## src/rtl/iso_rx_fifo_core.sv

```systemverilog
// iso_rx_fifo_core
// ISO7816-3 character receiver with its own ETU counter, a receive FIFO and
// T=0 error-signal (NACK) generation.
//
// Ports:
//   clk, nReset        - clock, asynchronous active-low reset
//   clocksPerBit       - clk cycles per ETU (>=4), latched at start detection
//   stopBit2           - two stop bits when 1, latched at start detection
//   oddParity          - parity sense (1: data+parity has odd number of ones)
//   msbFirst           - first data bit on the line is the MSB
//   nackEnable         - signal parity errors on the line and drop the char
//   serialIn           - asynchronous card I/O line
//   nackOut            - 1 pulls the I/O line low (error signal)
//   dataOut/dataValid  - FIFO head and non-empty indication
//   dataRead           - pop FIFO head (ignored when empty)
//   fifoLevel          - number of stored characters
//   parityErrorFlag, frameErrorFlag, overrunErrorFlag - sticky error flags
//   ackFlags           - clears the sticky flags (a simultaneous set wins)
//   startBit, run, endOfRx - frame status
module iso_rx_fifo_core #(
  parameter int   DATA_WIDTH          = 8,
  parameter int   CLOCK_PER_BIT_WIDTH = 13,
  parameter int   FIFO_DEPTH_LOG2     = 2,
  parameter logic START_BIT           = 1'b0
) (
  input  logic                           clk,
  input  logic                           nReset,
  input  logic [CLOCK_PER_BIT_WIDTH-1:0] clocksPerBit,
  input  logic                           stopBit2,
  input  logic                           oddParity,
  input  logic                           msbFirst,
  input  logic                           nackEnable,
  input  logic                           serialIn,
  output logic                           nackOut,
  output logic [DATA_WIDTH-1:0]          dataOut,
  output logic                           dataValid,
  input  logic                           dataRead,
  output logic [FIFO_DEPTH_LOG2:0]       fifoLevel,
  output logic                           parityErrorFlag,
  output logic                           frameErrorFlag,
  output logic                           overrunErrorFlag,
  input  logic                           ackFlags,
  output logic                           startBit,
  output logic                           run,
  output logic                           endOfRx
);

  localparam int DEPTH = 1 << FIFO_DEPTH_LOG2;
  localparam int LVL_W = FIFO_DEPTH_LOG2 + 1;
  localparam int BC_W  = $clog2(DATA_WIDTH + 1);
  localparam int CNT_W = CLOCK_PER_BIT_WIDTH;

  typedef enum logic [2:0] {
    S_IDLE, S_START, S_DATA, S_PARITY, S_STOP1, S_STOP2, S_NACK
  } state_t;

  state_t                   state_q, state_d;
  logic                     sync1_q, sync2_q, sync_prev_q;
  logic [CNT_W-1:0]         cnt_q, cnt_d;
  logic [CNT_W-1:0]         cpb_q, cpb_d;
  logic                     stop2_q, stop2_d;
  logic [DATA_WIDTH-1:0]    shift_q, shift_d;
  logic [BC_W-1:0]          bit_cnt_q, bit_cnt_d;
  logic                     par_err_q, par_err_d;
  logic                     frm_err_q, frm_err_d;
  logic                     par_flag_q, par_flag_d;
  logic                     frm_flag_q, frm_flag_d;
  logic                     ovr_flag_q, ovr_flag_d;
  logic [FIFO_DEPTH_LOG2-1:0] wr_ptr_q, wr_ptr_d, rd_ptr_q, rd_ptr_d;
  logic [LVL_W-1:0]         level_q, level_d;
  logic [DATA_WIDTH-1:0]    mem_q [DEPTH];

  logic             line, sample, cnt_last, eor;
  logic             set_par, set_frm, set_ovr;
  logic             push, push_ok, pop, full;
  logic [CNT_W-1:0] cnt_nxt;

  assign line     = sync2_q;
  assign sample   = (cnt_q == (cpb_q >> 1));
  assign cnt_last = (cnt_q == cpb_q - 1'b1);
  assign cnt_nxt  = cnt_last ? '0 : cnt_q + 1'b1;

  always_comb begin
    state_d   = state_q;
    cnt_d     = cnt_q;
    cpb_d     = cpb_q;
    stop2_d   = stop2_q;
    shift_d   = shift_q;
    bit_cnt_d = bit_cnt_q;
    par_err_d = par_err_q;
    frm_err_d = frm_err_q;
    set_par   = 1'b0;
    set_frm   = 1'b0;
    eor       = 1'b0;

    unique case (state_q)
      S_IDLE: begin
        // The cycle of detection counts as ETU count 0, so the counter
        // resumes at 1 on the following cycle.
        if (sync_prev_q == ~START_BIT && line == START_BIT) begin
          state_d   = S_START;
          cnt_d     = CNT_W'(1);
          cpb_d     = clocksPerBit;
          stop2_d   = stopBit2;
          bit_cnt_d = '0;
          par_err_d = 1'b0;
          frm_err_d = 1'b0;
        end
      end
      S_START: begin
        cnt_d = cnt_nxt;
        if (sample && line != START_BIT) state_d = S_IDLE;
        else if (cnt_last)               state_d = S_DATA;
      end
      S_DATA: begin
        cnt_d = cnt_nxt;
        if (sample) begin
          shift_d   = msbFirst ? {shift_q[DATA_WIDTH-2:0], line}
                               : {line, shift_q[DATA_WIDTH-1:1]};
          bit_cnt_d = bit_cnt_q + 1'b1;
        end
        if (cnt_last && bit_cnt_q == BC_W'(DATA_WIDTH)) state_d = S_PARITY;
      end
      S_PARITY: begin
        cnt_d = cnt_nxt;
        if (sample) begin
          par_err_d = (^shift_q) ^ line ^ oddParity;
          set_par   = (^shift_q) ^ line ^ oddParity;
        end
        if (cnt_last) state_d = S_STOP1;
      end
      S_STOP1: begin
        cnt_d = cnt_nxt;
        if (sample) begin
          if (line != ~START_BIT) begin
            frm_err_d = 1'b1;
            set_frm   = 1'b1;
          end
          // Error signal is timed from the STOP1 sample, not from a bit
          // boundary, so the ETU counter restarts here.
          if (par_err_q && nackEnable) begin
            state_d = S_NACK;
            cnt_d   = '0;
          end
        end else if (cnt_last) begin
          if (stop2_q) state_d = S_STOP2;
          else begin
            eor     = 1'b1;
            state_d = S_IDLE;
          end
        end
      end
      S_STOP2: begin
        cnt_d = cnt_nxt;
        if (sample && line != ~START_BIT) begin
          frm_err_d = 1'b1;
          set_frm   = 1'b1;
        end
        if (cnt_last) begin
          eor     = 1'b1;
          state_d = S_IDLE;
        end
      end
      S_NACK: begin
        cnt_d = cnt_nxt;
        if (cnt_last) begin
          eor     = 1'b1;
          state_d = S_IDLE;
        end
      end
      default: state_d = S_IDLE;
    endcase
  end

  // FIFO control: a push into a full FIFO is accepted only when the head is
  // popped in the same cycle (the freed slot is the one being written).
  always_comb begin
    full     = (level_q == LVL_W'(DEPTH));
    pop      = dataRead && (level_q != '0);
    push     = eor && (state_q != S_NACK) && !frm_err_q;
    push_ok  = push && (!full || pop);
    set_ovr  = push && full && !pop;
    wr_ptr_d = wr_ptr_q;
    rd_ptr_d = rd_ptr_q;
    level_d  = level_q;
    if (push_ok) wr_ptr_d = wr_ptr_q + 1'b1;
    if (pop)     rd_ptr_d = rd_ptr_q + 1'b1;
    if (push_ok && !pop)      level_d = level_q + 1'b1;
    else if (!push_ok && pop) level_d = level_q - 1'b1;
    par_flag_d = set_par | (par_flag_q & ~ackFlags);
    frm_flag_d = set_frm | (frm_flag_q & ~ackFlags);
    ovr_flag_d = set_ovr | (ovr_flag_q & ~ackFlags);
  end

  always_ff @(posedge clk or negedge nReset) begin
    if (!nReset) begin
      state_q     <= S_IDLE;
      sync1_q     <= ~START_BIT;
      sync2_q     <= ~START_BIT;
      sync_prev_q <= ~START_BIT;
      cnt_q       <= '0;
      cpb_q       <= '0;
      stop2_q     <= 1'b0;
      shift_q     <= '0;
      bit_cnt_q   <= '0;
      par_err_q   <= 1'b0;
      frm_err_q   <= 1'b0;
      par_flag_q  <= 1'b0;
      frm_flag_q  <= 1'b0;
      ovr_flag_q  <= 1'b0;
      wr_ptr_q    <= '0;
      rd_ptr_q    <= '0;
      level_q     <= '0;
    end else begin
      state_q     <= state_d;
      sync1_q     <= serialIn;
      sync2_q     <= sync1_q;
      sync_prev_q <= sync2_q;
      cnt_q       <= cnt_d;
      cpb_q       <= cpb_d;
      stop2_q     <= stop2_d;
      shift_q     <= shift_d;
      bit_cnt_q   <= bit_cnt_d;
      par_err_q   <= par_err_d;
      frm_err_q   <= frm_err_d;
      par_flag_q  <= par_flag_d;
      frm_flag_q  <= frm_flag_d;
      ovr_flag_q  <= ovr_flag_d;
      wr_ptr_q    <= wr_ptr_d;
      rd_ptr_q    <= rd_ptr_d;
      level_q     <= level_d;
    end
  end

  always_ff @(posedge clk) begin
    if (push_ok) mem_q[wr_ptr_q] <= shift_q;
  end

  assign nackOut          = (state_q == S_NACK);
  assign startBit         = (state_q == S_START);
  assign run              = state_q inside {S_DATA, S_PARITY, S_STOP1, S_STOP2, S_NACK};
  assign endOfRx          = eor;
  assign dataValid        = (level_q != '0);
  assign dataOut          = (level_q != '0) ? mem_q[rd_ptr_q] : '0;
  assign fifoLevel        = level_q;
  assign parityErrorFlag  = par_flag_q;
  assign frameErrorFlag   = frm_flag_q;
  assign overrunErrorFlag = ovr_flag_q;

endmodule

```

## config.mk

```make
export PLATFORM = sky130hd
export DESIGN_NAME = iso_rx_fifo_core
export DESIGN_NICKNAME = d
export VERILOG_FILES = /design/src/rtl/iso_rx_fifo_core.sv
export SDC_FILE = /design/constraint.sdc
export NUM_CORES = 1
export LEC_CHECK = 0
export CORE_UTILIZATION = 45
export CTS_BUF_LIST = sky130_fd_sc_hd__clkbuf_2 sky130_fd_sc_hd__clkbuf_4 sky130_fd_sc_hd__clkbuf_8
export DETAILED_ROUTE_END_ITERATION = 10
export PLACE_DENSITY = 0.61
export SYNTH_ARGS = -nofsm -noshare
export SYNTH_HDL_FRONTEND = slang
export SYNTH_SLANG_ARGS = --single-unit
```

## constraint.sdc

```tcl
create_clock -name clk -period 4.69 [get_ports clk]
set_input_delay 0.7035 -clock clk [delete_from_list [all_inputs] [get_ports clk]]
set_output_delay 0.7035 -clock clk [all_outputs]
set_load 0.01 [all_outputs]
```

; ---- After elaboration in Yosys (flattened, before gate mapping)
; Memories as Yosys holds them, arrays and structs flattened.
; Cells that the tools add are included.
[op_classes]
addsub = 7
n_eq_ne = 23
n_mux = 43
bitwise = 10
reduce_logical = 36
[op_table]
columns = cell, n
row1 = 13-bit 2-to-1 mux, 4
row2 = 13-bit case mux with 3 select lines, 1
row3 = 3-bit 2-to-1 mux, 12
row4 = 3-bit case mux with 6 select lines, 1
row5 = 1-bit 2-to-1 mux, 16
row6 = 8-bit 2-to-1 mux, 2
row7 = "2-bit inequality test, second input constant", 8
row8 = "13-bit by 1-bit adder with 13-bit output, second input constant", 1
row9 = 13-bit by 12-bit equality test with 1-bit output, 1
row10 = 13-bit equality test, 1
row11 = 1-bit logical AND, 13
row12 = "13-bit by 1-bit subtractor with 13-bit output, second input constant", 1
row13 = "3-bit equality test, second input constant", 4
row14 = "3-bit inequality test, second input constant", 3
row15 = 3-bit nonzero test, 3
row16 = 4-bit 2-to-1 mux, 2
row17 = 4-bit case mux with 2 select lines, 1
row18 = 8-bit XOR reduction, 1
row19 = 7-bit AND reduction, 1
row20 = "3-bit by 2-bit equality test with 1-bit output, second input constant", 2
row21 = 1-bit case mux with 2 select lines, 3
row22 = 2-bit AND reduction, 3
row23 = 3-bit AND reduction, 2
row24 = 2-bit nonzero test, 3
row25 = other kinds (20), 30
[word_totals]
reg_bits = 57
ram_bits = 32
inputBits = 22
output_inout_bits = 19
word_cells = 137
mem_count = 1
[memory_table]
columns = memory, depth, word_bits, rd, rd_clocked_by_memory_dff, wr, line
row1 = mem_q, 4, 8, 1, 0, 1, 71  ; logic [DATA_WIDTH-1:0] mem_q [DEPTH];

; ---- Depth between registers and ports, before layout
[depth]
ltp_word = 12
ltp_mapped = 15
mapped_depth_nobuf = 14

; ---- Worst setup path after synthesis
; OpenSTA, ideal clock, no wires.
[synth_timing]
path_kind = register to register
start = register cpb_q[3]
end = register level_q[2], in the netlist fifoLevel[2]
setup_ps = 79
arrival_time_ps = 3428
required_time_ps = 4611
slack_ps = 1182
stages_incl_launch_ff = 15
synth_period_minus_slack_ps = 3508
cell_sequence = dfrtp_1 > buf_6 > or4_4 > or4_1 > o32a_1 > o21a_4 > nor4_4 > and3_1 > buf_6 > ha_1 > inv_1 > fa_1 > xor2_1 > nor2_1 > xor2_1
[synth_between]
elab_chain_len = 11
word_cells_on_any_way = 15
cone_classes = add/sub (1) / eq/ne (2) / mux (5) / reduce/logical (7)
[synth_lines]
columns = element, line
row1 = "start, declared", 60  ; logic [CNT_W-1:0] cpb_q, cpb_d;
row2 = "start signal, assigned", 220  ; cpb_q <= cpb_d;
row3 = 13-bit by 1-bit subtractor with 13-bit output, 80  ; assign cnt_last = (cnt_q == cpb_q - 1'b1);
row4 = 13-bit equality test, 80
row5 = 1-bit 2-to-1 mux, 145  ; end else if (cnt_last) begin
row6 = 1-bit 2-to-1 mux, 134  ; if (sample) begin
row7 = 1-bit case mux with 2 select lines (*), 96  ; unique case (state_q)
row8 = 1-bit logical AND (*) (2 in a row), 180  ; push = eor && (state_q != S_NACK) && !frm_err_q;
row9 = 1-bit logical AND (*), 181  ; push_ok = push && (!full || pop);
row10 = via push_ok, 75  ; logic push, push_ok, pop, full;
row11 = 1-bit logical NOT, 189  ; else if (!push_ok && pop) level_d = level_q - 1'b1;
row12 = 1-bit logical AND, 189
row13 = 2-bit nonzero test (no line), n/a
row14 = "end signal, assigned", 231  ; level_q <= level_d;
row15 = "end, declared", 70  ; logic [LVL_W-1:0] level_q, level_d;
; The timed path passes the listed nets; every way through them passes the cells marked *.
; A chain may end at the register's enable or synchronous reset.

; ---- Worst setup path in the final report
[layout_timing]
start = register cpb_q[3]
end = output endOfRx
[layout_between]
elab_chain_len = 5
word_cells_on_any_way = 7
cone_classes = add/sub (1) / eq/ne (2) / mux (4)
[layout_lines]
columns = element, line
row1 = 13-bit by 1-bit subtractor with 13-bit output, 80
row2 = 13-bit equality test, 80
row3 = 1-bit 2-to-1 mux, 145
row4 = 1-bit 2-to-1 mux, 134
row5 = 1-bit case mux with 2 select lines (*), 96
row6 = "end, declared", 45  ; output logic endOfRx
; Every way passes the cells marked *; elsewhere a longest branch is shown, timed or not.

==> flow_metrics.env <==
export IMPL_fmax_mhz=236
export IMPL_dp_hpwl_um=7600
export IMPL_rsz0062_at_grt="false"
export IMPL_grt_overflow=0
export IMPL_clock_skew_ns=0.0119
export IMPL_cts_htree_levels=3
export IMPL_crit_type="reg -> out"
export IMPL_final_util_pct=53.2
export IMPL_clockBufferDepth=2
export IMPL_ys_ff_latch=89
export IMPL_worst_slew_pin_slew_ns=0.828
export IMPL_drt_iter0_drc=223
export IMPL_drt_first_pass_iters=4
export IMPL_power_per_cell_area_mw_per_mm2=246
export IMPL_cts_tree="built"
export IMPL_p_int_mw=1.03
export IMPL_nNetsFinal=520
export IMPL_diodes=0
export IMPL_min_path_type="reg -> reg"
export IMPL_grt_pass1_vias=3482
export IMPL_async_reset_ff_share_pct=64.0
export IMPL_yosysUniqueCellTypes=62
export IMPL_finalSetupViolCount=0
export IMPL_grt_pass1_wl_um=17800
export IMPL_cts_resized=0
export IMPL_power_frac_clock_pct=38.3
export IMPL_multi_input_area_sq_mm=0.00230
export IMPL_p_switching_mw=0.333
export IMPL_ys_seq_area_share_pct=48.8
export IMPL_placementRows=37
export IMPL_die_x_um=106
export IMPL_p_seq_share_pct=59.0
export IMPL_cp_max_fo=8
export IMPL_cts_sinks=89
export IMPL_synth_flop_cell="dfrtp_1"
export IMPL_fin_tns_setup_ns=0
export IMPL_ioPinCount=41
export IMPL_postSynthCellCount=468
export IMPL_drc=0
export IMPL_gp_congestion=0.816
export IMPL_seqCellArea_sq_mm=0.00239
export IMPL_status="finished clean"
export IMPL_syn2layout_area_growth_pct=13.2
export IMPL_slew_violations=0
export IMPL_clkSlewWorstSetupHoldPaths_ns=0.10
export IMPL_routed_via_density=5.64
export IMPL_power_total_mw=1.36
export IMPL_syn_area_sq_mm=0.00490
export IMPL_die_area_sq_mm=0.0113
export IMPL_worstSetupEndpointType="output pin"
export IMPL_start_util_pct=47.0
export IMPL_fin_crit_ns=4.23
export IMPL_combPwrFrac_pct=2.7
export IMPL_synth_avg_cell_area_sq_um=10.5
export IMPL_routedWlPerCell_um=17.0
export IMPL_root_buffer="clkbuf_8"
export IMPL_p_sw_share_pct=24.4
export IMPL_antenna_found_initial=0
export IMPL_hold_buffers=0
export IMPL_via_count=3546
export IMPL_critPathLaunchType="flip-flop"
export IMPL_fillers=942
export IMPL_worst_ep_required_time_ns=3.99
export IMPL_portBuffers=40
export IMPL_synth_net_count=500
export IMPL_synth_edff_count=32
export IMPL_vdd_drop_max_v=0.000152
export IMPL_fin_hold_ws_ns=0.361
export IMPL_slew_headroom_pct=44.6
export IMPL_grt_max_degree=58
export IMPL_numCtsBuffers=9
export IMPL_finalCritPeriodShare_pct=90.2
export IMPL_ant_nets=0
export IMPL_chipHeight_um=106
export IMPL_r2r_setup_slack_ns=0.77
export IMPL_p_leak_nw=2.06
export IMPL_cap_viol_max_count=0
export IMPL_arrival_ns=3.53
export IMPL_drive_gt1_share_pct=9.53
export IMPL_coreArea_sq_mm=0.0104
export IMPL_grtUsageTotal_pct=20.5
export IMPL_postCtsSetupBuffers=0
export IMPL_yosysWarnings=0
export IMPL_finalHoldViolations=0
export IMPL_drt_wl_total_um=10700
export IMPL_clkLatencyLatePin_ns=0.37
[cell type report]
| class | instances | share of cell area, % |
|---|---|---|
| sequential | 89 | 43.1 |
| multi-input combinational | 328 | 41.5 |
| timing repair buffer | 44 | 7.67 |
| tap | 136 | 3.07 |
| clock buffer | 9 | 2.23 |
| clock inverter | 7 | 1.33 |
| inverter | 16 | 1.08 |
[cells in the final DEF (no fill, tap or decap), types with 9 or more instances in the layout]
| cell type | Yosys | layout |
|---|---|---|
| edfxtp_1 | 32 | 32 |
| nor3_1 | 11 | 11 |
| nor2_1 | 19 | 19 |
| xnor2_1 | 22 | 22 |
| and2_1 | 14 | 14 |
| dfrtp_1 | 54 | 54 |
| ha_1 | 9 | 9 |
| mux2i_1 | 9 | 9 |
| nand3_1 | 11 | 11 |
| clkdlybuf4s50_1 | 0 | 39 |
| nor4_1 | 10 | 9 |
| clkbuf_8 | 0 | 9 |
| nand2_1 | 68 | 68 |
| o21ai_0 | 26 | 26 |
| inv_1 | 16 | 16 |
| xor2_1 | 20 | 20 |
[state kept, by name, indices dropped and copies added, names as in the netlist, 2 cells and up]
name / count
bit_cnt_q: 4
wr_ptr_q: 2
state_q: 3
cpb_q: 13
mem_q: 32
cnt_q: 13
shift_q: 8
rd_ptr_q: 2
fifoLevel: 3
[through the flow]
| stage | std cells | setup WS (ns) | instance area, sq um |
|---|---|---|---|
| 4_1_cts | 629 | 0.431 | 5540 |
| 3_3_place_gp | 613 | 0.883 | 5350 |
| 5_1_grt | 629 | 0.210 | 5540 |
| 6_report | 629 | 0.459 | 5540 |
| 2_1_floorplan | 468 | 1.18 | 4900 |
| 3_5_place_dp | 613 | 0.799 | 5350 |
[worst max-delay path, cell delays in order, from the launching register on]
cell,delay (ns)
dfrtp_1,0.51
or4_4,0.61
or4_1,0.51
o32a_1,0.19
o21a_4,0.14
nor4_4,0.38
and4_1,0.27
clkdlybuf4s50_1,0.54
[synthesized netlist by cell type (all sizes together) (7+ instances only)]
master / count / share of area, %
nand3: 11 / 1.1
ha: 9 / 2.3
edfxtp: 32 / 20
mux4: 8 / 3.7
clkbuf: 27 / 2.1
and2: 14 / 1.8
nor2: 19 / 1.5
dfrtp: 54 / 28
nor4: 13 / 2.6
nor3: 11 / 1.1
and3: 8 / 1.0
o21ai: 26 / 2.7
inv: 16 / 1.2
or4: 7 / 1.1
a21o: 8 / 1.2
xnor2: 22 / 3.9
xor2: 20 / 3.6
buf: 8 / 1.1
mux2i: 9 / 1.8
nand2: 68 / 5.2
o41ai: 7 / 1.3
[logic make-up after synthesis]
logic type	Yosys count	synth area share, %
compound gates	74	10.4
xor+xnor	42	7.51
fa+ha+maj	10	2.71
buf+inv	51	4.37
flops	89	48.8
mux	20	6.28
simple gates	182	19.9
[final timing paths]
path,start,end,cells past startpoint
setup / recovery,cpb_q[3],endOfRx,7
hold / removal,sync1_q,line,0
setup reg to reg,cpb_q[3],fifoLevel[2],12
hold reg to reg,sync1_q,line,0
max in group asynchronous,nReset,cnt_q[5],2
min in group asynchronous,nReset,bit_cnt_q[1],2
[power groups by stage]
stage / clock [mW] / combinational [mW] / sequential (mW)
global placement: 0 / 0.0373 / 0.820
global route: 0.567 / 0.0404 / 0.805
detailed placement: 0 / 0.0375 / 0.820
floorplan: 0 / 0.00730 / 0.820
CTS: 0.534 / 0.0378 / 0.804
finish: 0.523 / 0.0364 / 0.804
[routing by layer]
| layer | vias up | track usage (%) | share of wire, % |
|---|---|---|---|
| li1 | 1705 | - | - |
| met1 | 1747 | 27.0 | 46 |
| met5 | - | 0 | 0 |
| met4 | 0 | 7.84 | 1.9 |
| met2 | 78 | 34.4 | 50 |
| met3 | 16 | 2.82 | 2.8 |
(Power assumes the default switching activity.)
